[config.mk]
export PLATFORM = sky130hd
export DESIGN_NAME = ex_muldiv_seq_flat
export DESIGN_NICKNAME = d
export VERILOG_FILES = /design/src/rtl/ex_muldiv_seq_pkg.sv /design/src/rtl/ex_muldiv_seq_if.sv /design/src/rtl/ex_muldiv_seq_alu.sv /design/src/rtl/ex_muldiv_seq.sv /design/src/flat_wrapper.sv
export SDC_FILE = /design/constraint.sdc
export NUM_CORES = 1
export LEC_CHECK = 0
export ABC_AREA = 1
export BUFFER_PORTS_ARGS = -buffer_cell sky130_fd_sc_hd__buf_4
export CAP_MARGIN = 10
export CELL_PAD_IN_SITES_DETAIL_PLACEMENT = 1
export CELL_PAD_IN_SITES_GLOBAL_PLACEMENT = 2
export CORE_UTILIZATION = 38
export DETAILED_ROUTE_END_ITERATION = 12
export PLACE_DENSITY_LB_ADDON = 0.1
export SLEW_MARGIN = 25
export SYNTH_ARGS = -nofsm -noshare
export SYNTH_HDL_FRONTEND = slang
export SYNTH_HIERARCHICAL = 1
export SYNTH_SLANG_ARGS = --single-unit
[constraint.sdc]
create_clock -name i_clk -period 16 [get_ports i_clk]
set_input_delay 1.6 -clock i_clk [delete_from_list [all_inputs] [get_ports i_clk]]
set_output_delay 1.6 -clock i_clk [all_outputs]
set_load 0.05 [all_outputs]
[src/rtl/ex_muldiv_seq_pkg.sv]
// ex_pkg: shared encodings for the EX-stage sequential multiply/divide unit.
//   alu_op_e  - ALU operation select (ADD/SUB drive the MDU iterations)
//   mdu_op_e  - MDU operation select carried on i_mdu_op
//   state_e   - MDU control FSM states
package ex_pkg;

  localparam int XLEN   = 32;
  localparam int ITERS  = 32;
  localparam int CNT_W  = 5;

  typedef enum logic [3:0] {
    ALU_ADD = 4'b0000,
    ALU_SUB = 4'b0001,
    ALU_AND = 4'b0010,
    ALU_OR  = 4'b0011,
    ALU_XOR = 4'b0100
  } alu_op_e;

  typedef enum logic [1:0] {
    MDU_MUL  = 2'b00,
    MDU_DIVU = 2'b01,
    MDU_REMU = 2'b10,
    MDU_RSVD = 2'b11
  } mdu_op_e;

  typedef enum logic [1:0] {
    ST_IDLE = 2'b00,
    ST_RUN  = 2'b01,
    ST_DONE = 2'b10
  } state_e;

endpackage

[src/rtl/ex_muldiv_seq_if.sv]
// ex_muldiv_seq_if: request/response bundle between the EX stage and the MDU.
//   i_start/i_mdu_op/i_operand_a/i_operand_b - operation request
//   i_flush                                  - pipeline kill
//   o_busy/o_valid/o_mdu_data                - status and result
//   master: EX-stage side, slave: MDU side.
interface ex_muldiv_seq_if;
  import ex_pkg::*;

  logic            i_start;
  logic [1:0]      i_mdu_op;
  logic [XLEN-1:0] i_operand_a;
  logic [XLEN-1:0] i_operand_b;
  logic            i_flush;
  logic            o_busy;
  logic            o_valid;
  logic [XLEN-1:0] o_mdu_data;

  modport master (
    output i_start, i_mdu_op, i_operand_a, i_operand_b, i_flush,
    input  o_busy, o_valid, o_mdu_data
  );

  modport slave (
    input  i_start, i_mdu_op, i_operand_a, i_operand_b, i_flush,
    output o_busy, o_valid, o_mdu_data
  );

endinterface

[src/rtl/ex_muldiv_seq_alu.sv]
// alu: combinational 32-bit ALU slice shared with the MDU iteration path.
//   i_op - operation (alu_op_e)
//   i_a  - operand A
//   i_b  - operand B
//   o_y  - result
module alu
  import ex_pkg::*;
(
  input  alu_op_e         i_op,
  input  logic [XLEN-1:0] i_a,
  input  logic [XLEN-1:0] i_b,
  output logic [XLEN-1:0] o_y
);

  always_comb begin
    o_y = '0;
    case (i_op)
      ALU_ADD: o_y = i_a + i_b;
      ALU_SUB: o_y = i_a - i_b;
      ALU_AND: o_y = i_a & i_b;
      ALU_OR:  o_y = i_a | i_b;
      ALU_XOR: o_y = i_a ^ i_b;
      default: o_y = '0;
    endcase
  end

endmodule

[src/rtl/ex_muldiv_seq.sv]
// ex_muldiv_seq: iterative 32-bit MUL (low word) / DIVU / REMU unit.
//   i_clk - clock, rising edge
//   i_rst - asynchronous active-high reset
//   mdu   - ex_muldiv_seq_if.slave: start/op/operands/flush in,
//           busy/valid/result out
// One shift-add or restoring-divide step per cycle for 32 cycles, then a
// single DONE cycle that pulses o_valid. Divide by zero skips straight to
// DONE with the RISC-V defined result.
module ex_muldiv_seq
  import ex_pkg::*;
(
  input  logic      i_clk,
  input  logic      i_rst,
  ex_muldiv_seq_if.slave mdu
);

  state_e          state_q, state_d;
  mdu_op_e         op_q;
  logic [XLEN-1:0] mcand_q, mplier_q, acc_q;
  logic [XLEN-1:0] quot_q, div_q, rem_q;
  logic [CNT_W-1:0] cnt_q;
  logic [XLEN-1:0] data_q;

  logic            start_ok, div_zero, is_mul, last;
  logic [XLEN:0]   rem_sh;
  logic            borrow_lo, no_borrow;
  alu_op_e         alu_op;
  logic [XLEN-1:0] alu_a, alu_b, alu_y;
  logic [XLEN-1:0] acc_n, quot_n, rem_n, res_n;

  // Flush beats start; the reserved op never leaves IDLE.
  assign start_ok = (state_q == ST_IDLE) && mdu.i_start && !mdu.i_flush &&
                    (mdu.i_mdu_op != MDU_RSVD);
  assign div_zero = (mdu.i_mdu_op != MDU_MUL) && (mdu.i_operand_b == '0);
  assign is_mul   = (op_q == MDU_MUL);
  assign last     = (cnt_q == CNT_W'(ITERS - 1));

  // Single ALU: ADD for the multiply accumulate, SUB for the divide trial.
  assign rem_sh = {rem_q, quot_q[XLEN-1]};
  assign alu_op = is_mul ? ALU_ADD : ALU_SUB;
  assign alu_a  = is_mul ? acc_q   : rem_sh[XLEN-1:0];
  assign alu_b  = is_mul ? mcand_q : div_q;

  alu u_alu (
    .i_op (alu_op),
    .i_a  (alu_a),
    .i_b  (alu_b),
    .o_y  (alu_y)
  );

  // 33-bit trial = rem_sh - {0,div}: the low word comes from the ALU and the
  // top bit only decides the borrow. When the trial is kept it is < divisor,
  // so its bit 32 is always zero and the remainder fits in 32 bits.
  assign borrow_lo = (rem_sh[XLEN-1:0] < div_q);
  assign no_borrow = rem_sh[XLEN] | ~borrow_lo;

  assign acc_n  = mplier_q[0] ? alu_y : acc_q;
  assign rem_n  = no_borrow ? alu_y : rem_sh[XLEN-1:0];
  assign quot_n = {quot_q[XLEN-2:0], no_borrow};

  always_comb begin
    res_n = rem_n;
    case (op_q)
      MDU_MUL:  res_n = acc_n;
      MDU_DIVU: res_n = quot_n;
      default:  res_n = rem_n;
    endcase
  end

  always_ff @(posedge i_clk or posedge i_rst) begin
    if (i_rst) state_q <= ST_IDLE;
    else       state_q <= state_d;
  end

  always_comb begin
    state_d = state_q;
    case (state_q)
      ST_IDLE: if (start_ok) state_d = div_zero ? ST_DONE : ST_RUN;
      ST_RUN:  if (last)     state_d = ST_DONE;
      ST_DONE: state_d = ST_IDLE;
      default: state_d = ST_IDLE;
    endcase
    if (mdu.i_flush) state_d = ST_IDLE;
  end

  always_ff @(posedge i_clk or posedge i_rst) begin
    if (i_rst) begin
      op_q     <= MDU_MUL;
      mcand_q  <= '0;
      mplier_q <= '0;
      acc_q    <= '0;
      quot_q   <= '0;
      div_q    <= '0;
      rem_q    <= '0;
      cnt_q    <= '0;
      data_q   <= '0;
    end else if (start_ok) begin
      op_q     <= mdu_op_e'(mdu.i_mdu_op);
      mcand_q  <= mdu.i_operand_a;
      mplier_q <= mdu.i_operand_b;
      quot_q   <= mdu.i_operand_a;
      div_q    <= mdu.i_operand_b;
      acc_q    <= '0;
      rem_q    <= '0;
      cnt_q    <= '0;
      if (div_zero)
        data_q <= (mdu.i_mdu_op == MDU_DIVU) ? '1 : mdu.i_operand_a;
    end else if (state_q == ST_RUN && !mdu.i_flush) begin
      acc_q    <= acc_n;
      mcand_q  <= mcand_q << 1;
      mplier_q <= mplier_q >> 1;
      rem_q    <= rem_n;
      quot_q   <= quot_n;
      cnt_q    <= cnt_q + CNT_W'(1);
      if (last) data_q <= res_n;
    end
  end

  assign mdu.o_busy     = (state_q != ST_IDLE);
  assign mdu.o_valid    = (state_q == ST_DONE) && !mdu.i_flush;
  assign mdu.o_mdu_data = data_q;

endmodule

[src/flat_wrapper.sv]
// flat-port wrapper written by rule: the top's interface ports become plain ports
module ex_muldiv_seq_flat import ex_pkg::*;
  (i_clk, i_rst, mdu_i_start, mdu_i_mdu_op, mdu_i_operand_a, mdu_i_operand_b, mdu_i_flush, mdu_o_busy, mdu_o_valid, mdu_o_mdu_data);
  ex_muldiv_seq_if mdu_i ();
  input  logic i_clk;
  input  logic i_rst;
  input wire logic [$bits(mdu_i.i_start)-1:0] mdu_i_start;
  input wire logic [$bits(mdu_i.i_mdu_op)-1:0] mdu_i_mdu_op;
  input wire logic [$bits(mdu_i.i_operand_a)-1:0] mdu_i_operand_a;
  input wire logic [$bits(mdu_i.i_operand_b)-1:0] mdu_i_operand_b;
  input wire logic [$bits(mdu_i.i_flush)-1:0] mdu_i_flush;
  output wire logic [$bits(mdu_i.o_busy)-1:0] mdu_o_busy;
  output wire logic [$bits(mdu_i.o_valid)-1:0] mdu_o_valid;
  output wire logic [$bits(mdu_i.o_mdu_data)-1:0] mdu_o_mdu_data;
  assign mdu_i.i_start = mdu_i_start;
  assign mdu_i.i_mdu_op = mdu_i_mdu_op;
  assign mdu_i.i_operand_a = mdu_i_operand_a;
  assign mdu_i.i_operand_b = mdu_i_operand_b;
  assign mdu_i.i_flush = mdu_i_flush;
  assign mdu_o_busy = mdu_i.o_busy;
  assign mdu_o_valid = mdu_i.o_valid;
  assign mdu_o_mdu_data = mdu_i.o_mdu_data;
  ex_muldiv_seq u_core (.i_clk(i_clk), .i_rst(i_rst), .mdu(mdu_i));
endmodule
==> results.sh <==
export IMPL_status="complete, but fails checks"
export IMPL_violations="slew limit"
export IMPL_post_dp_cell_area_um2=18230
export IMPL_die_x_um=213.6
export IMPL_cts_buffers=27
export IMPL_post_cts_resized=0
export IMPL_powerDensity_nw_per_um2=188.0
export IMPL_fin_worst_skew_ns=0.01204
export IMPL_critical_path_class="flip-flop to flip-flop"
export IMPL_synth_top_family_by_area="simple AND/OR/NAND/NOR gates"
export IMPL_rows=77
export IMPL_hold_path_class="flip-flop to flip-flop"
export IMPL_antennaDiodeCount=0
export IMPL_period_share_pct=36.30
export IMPL_use_met2_pct=45.31
export IMPL_gp_congestion=0.8804
export IMPL_grt_pass1_wl_um=102100
export IMPL_start_util_pct=38.49
export IMPL_rsz0062_at_grt="false"
export IMPL_grt_max_degree=103
export IMPL_synthCells=2439
export IMPL_gr_max_usage_layer="met2"
export IMPL_synth_fa_ha_area_share_pct=9.600
export IMPL_maxSlewViolCount=33
export IMPL_max_clock_freq_mhz=172.2
export IMPL_first_pass_iters=5
export IMPL_antenna_found_initial=1
export IMPL_core_area_um2=44220
export IMPL_layout_nets=2685
export IMPL_avgSynthCellArea_um2=6.979
export IMPL_ys_async_sr_fraction_pct=100.0
export IMPL_seq_area_frac_synth_pct=34.25
export IMPL_avgRoutedWirePerCell_um=21.68
export IMPL_min_period_ns=5.808
export IMPL_cts_root_buf="clkbuf_16"
export IMPL_muxShareOfSynthArea_pct=0
export IMPL_clock_sinks=233
export IMPL_drt_iter0_markers=1197
export IMPL_setup_viol=0
export IMPL_vias=16730
export IMPL_vias_per_cell=5.406
export IMPL_hpwlAfterDp_um=50690
export IMPL_finalSetupTns_ns=0
export IMPL_overflow=0
export IMPL_ys_seq_elements=233
export IMPL_synth_area_um2=17020
export IMPL_worstPathArrival_ns=6.24
export IMPL_path_common_cell="nand2_1"
export IMPL_grt_pass1_vias=16880
export IMPL_yosysWarnings=6
export IMPL_grtUsageMet1_pct=44.49
export IMPL_peakVddDrop_uv=103.3
export IMPL_wl_um=67060
export IMPL_cp_required_ns=16.43
export IMPL_tritoncts="yes"
export IMPL_p_leak_nw=9.410
export IMPL_cts_clk_slew_worst_paths_ns=0.06
export IMPL_crit_path_max_incr_delay_ns=0.66
export IMPL_worst_path_max_delay_cell="buf_4"
export IMPL_max_slew_margin_rel_pct=-63.05
export IMPL_ys_types=49
export IMPL_globalRouteTotalUtil_pct=29.68
export IMPL_syn_to_final_growth_pct=11.93
export IMPL_critPathCaptureType="flip-flop"
export IMPL_start_kind="flip-flop"
export IMPL_num_fill_cells=5657
export IMPL_drive_gt1_share_pct=8.313
export IMPL_fin_area_um2=19050
export IMPL_synth_edff_count=0
export IMPL_tightest_slew_ns=2.435
export IMPL_ant_nets=0
export IMPL_postCtsHoldBufs=0
export IMPL_synth_xor_area_share_pct=1.441
export IMPL_synth_compound_area_share_pct=17.95
export IMPL_grt_met3_usage_pct=3.500
export IMPL_cts_htree_levels=1
export IMPL_cts_buffer_depth=3
export IMPL_drc_errors=0
export IMPL_postCtsSetupRepairBufs=0
export IMPL_synth_top_flop_cell="dfrtp_1"
export IMPL_cp_max_fo=82
export IMPL_synth_simple_area_share_pct=25.79
export IMPL_die_h_um=213.6
export IMPL_boundaryPins=104
export IMPL_maxCapViolations=0
export IMPL_clock_latency_ns=0.56
export IMPL_dieArea_um2=45640
export IMPL_hold_viol=0
export IMPL_io_buffers=103
[report_power, final]
part | leakage, nW | internal (mW) | switching (mW)
Clock | 0.404 | 0.336 | 0.257
Sequential | 2.95 | 0.788 | 0.162
Combinational | 6.06 | 0.591 | 1.45
Total | 9.41 | 1.71 | 1.87
[per-stage QoR]
stage	power [mW]	util (%)	setup slack (ns)	std cells	hold WS (ns)
after floorplan	2.276	-	8.010	2446	0.4329
after global placement	2.914	41.20	10.36	3048	0.4477
after detailed placement	2.964	41.21	10.24	3048	0.4683
after CTS	3.577	43.07	10.26	3094	0.4753
after global routing	3.870	43.08	9.774	3094	0.5047
final	3.583	43.08	10.19	3094	0.4725
[flip-flops by register name, summed over array words and instances (netlist names)]
register               count
u_core/acc_q              32
u_core/rem_q              32
u_core/state_q             2
u_core/mplier_q           32
u_core/cnt_q               5
u_core/op_q                2
u_core/div_q              32
u_core/mdu.o_mdu_data     32
u_core/mcand_q            32
u_core/quot_q             32
[cells in the mapped netlist, types with 10 or more instances]
cell	number	area, um2
a21oi_1	109	545.5
a221oi_1	24	210.2
buf_2	39	195.2
clkbuf_1	54	202.7
dfrtp_1	233	5831
ha_1	129	1614
inv_1	360	1351
inv_2	11	41.29
nand2_1	619	2323
nand3_1	139	695.7
nand3b_1	10	75.07
nand4_1	12	75.07
nor2_1	233	874.6
nor3_1	10	50.05
o211ai_1	31	232.7
o21ai_0	235	1176
o21ai_1	19	95.09
o221ai_1	59	516.8
xor2_1	28	245.2
[final timing paths]
| check | cells after the start | end | from | slack, ns |
|---|---|---|---|---|
| worst min-delay path | 1 | u_core/cnt_q[3] | u_core/cnt_q[3] | 0.47 |
| worst max-delay path | 29 | u_core/mdu.o_mdu_data[25] | u_core/op_q[1] | 10.19 |
| max in group asynchronous | 3 | u_core/op_q[0] | i_rst | 13.43 |
| worst max register to register | 29 | u_core/mdu.o_mdu_data[25] | u_core/op_q[1] | 10.19 |
| min in group asynchronous | 2 | u_core/mdu.o_mdu_data[5] | i_rst | 1.19 |
| worst min register to register | 1 | u_core/cnt_q[3] | u_core/cnt_q[3] | 0.47 |
[per-layer routing]
layer,vias up,wire length [um]
met2,380,29320
met1,8275,32930
li1,8006,-
met3,62,3437
met5,-,12
met4,2,1372
[cell families after synthesis]
logic type | after synthesis
adder cells (fa/ha/maj) | 130
buffers and inverters | 476
XOR/XNOR | 28
other | 1
flip-flops | 233
AO/OA/AOI/OAI | 511
AND/OR/NAND/NOR | 1060
[layout by cell type (no fill, tap or decap), types with 31 or more instances in the layout]
| cell | netlist | final |
|---|---|---|
| dfrtp_1 | 233 | 232 |
| o21ai_0 | 235 | 235 |
| buf_4 | 5 | 113 |
| nand2_1 | 619 | 619 |
| a21oi_1 | 109 | 109 |
| ha_1 | 129 | 129 |
| o211ai_1 | 31 | 31 |
| inv_1 | 360 | 359 |
| nand3_1 | 139 | 139 |
| nor2_1 | 233 | 232 |
| o221ai_1 | 59 | 59 |
[critical path: cells and delay by family, from the launching register on]
kind,cells,cell delay (ns)
fa+ha+maj,2,0.64
flops,1,0.50
simple gates,17,2.37
xor+xnor,1,0.21
compound gates,6,0.93
buf+inv,3,0.98
[area by class of cell]
type | instances | area [um2] | area share (%)
Tap cell | 592 | 740.7 | 3.888
Clock buffer | 40 | 784.5 | 4.118
Timing Repair Buffer | 115 | 870.8 | 4.571
Multi-Input combinational cell | 1737 | 9383 | 49.25
Clock inverter | 6 | 36.28 | 0.1905
Sequential cell | 233 | 5834 | 30.62
Inverter | 371 | 1403 | 7.362
Power figures use the tool's default switching activity.
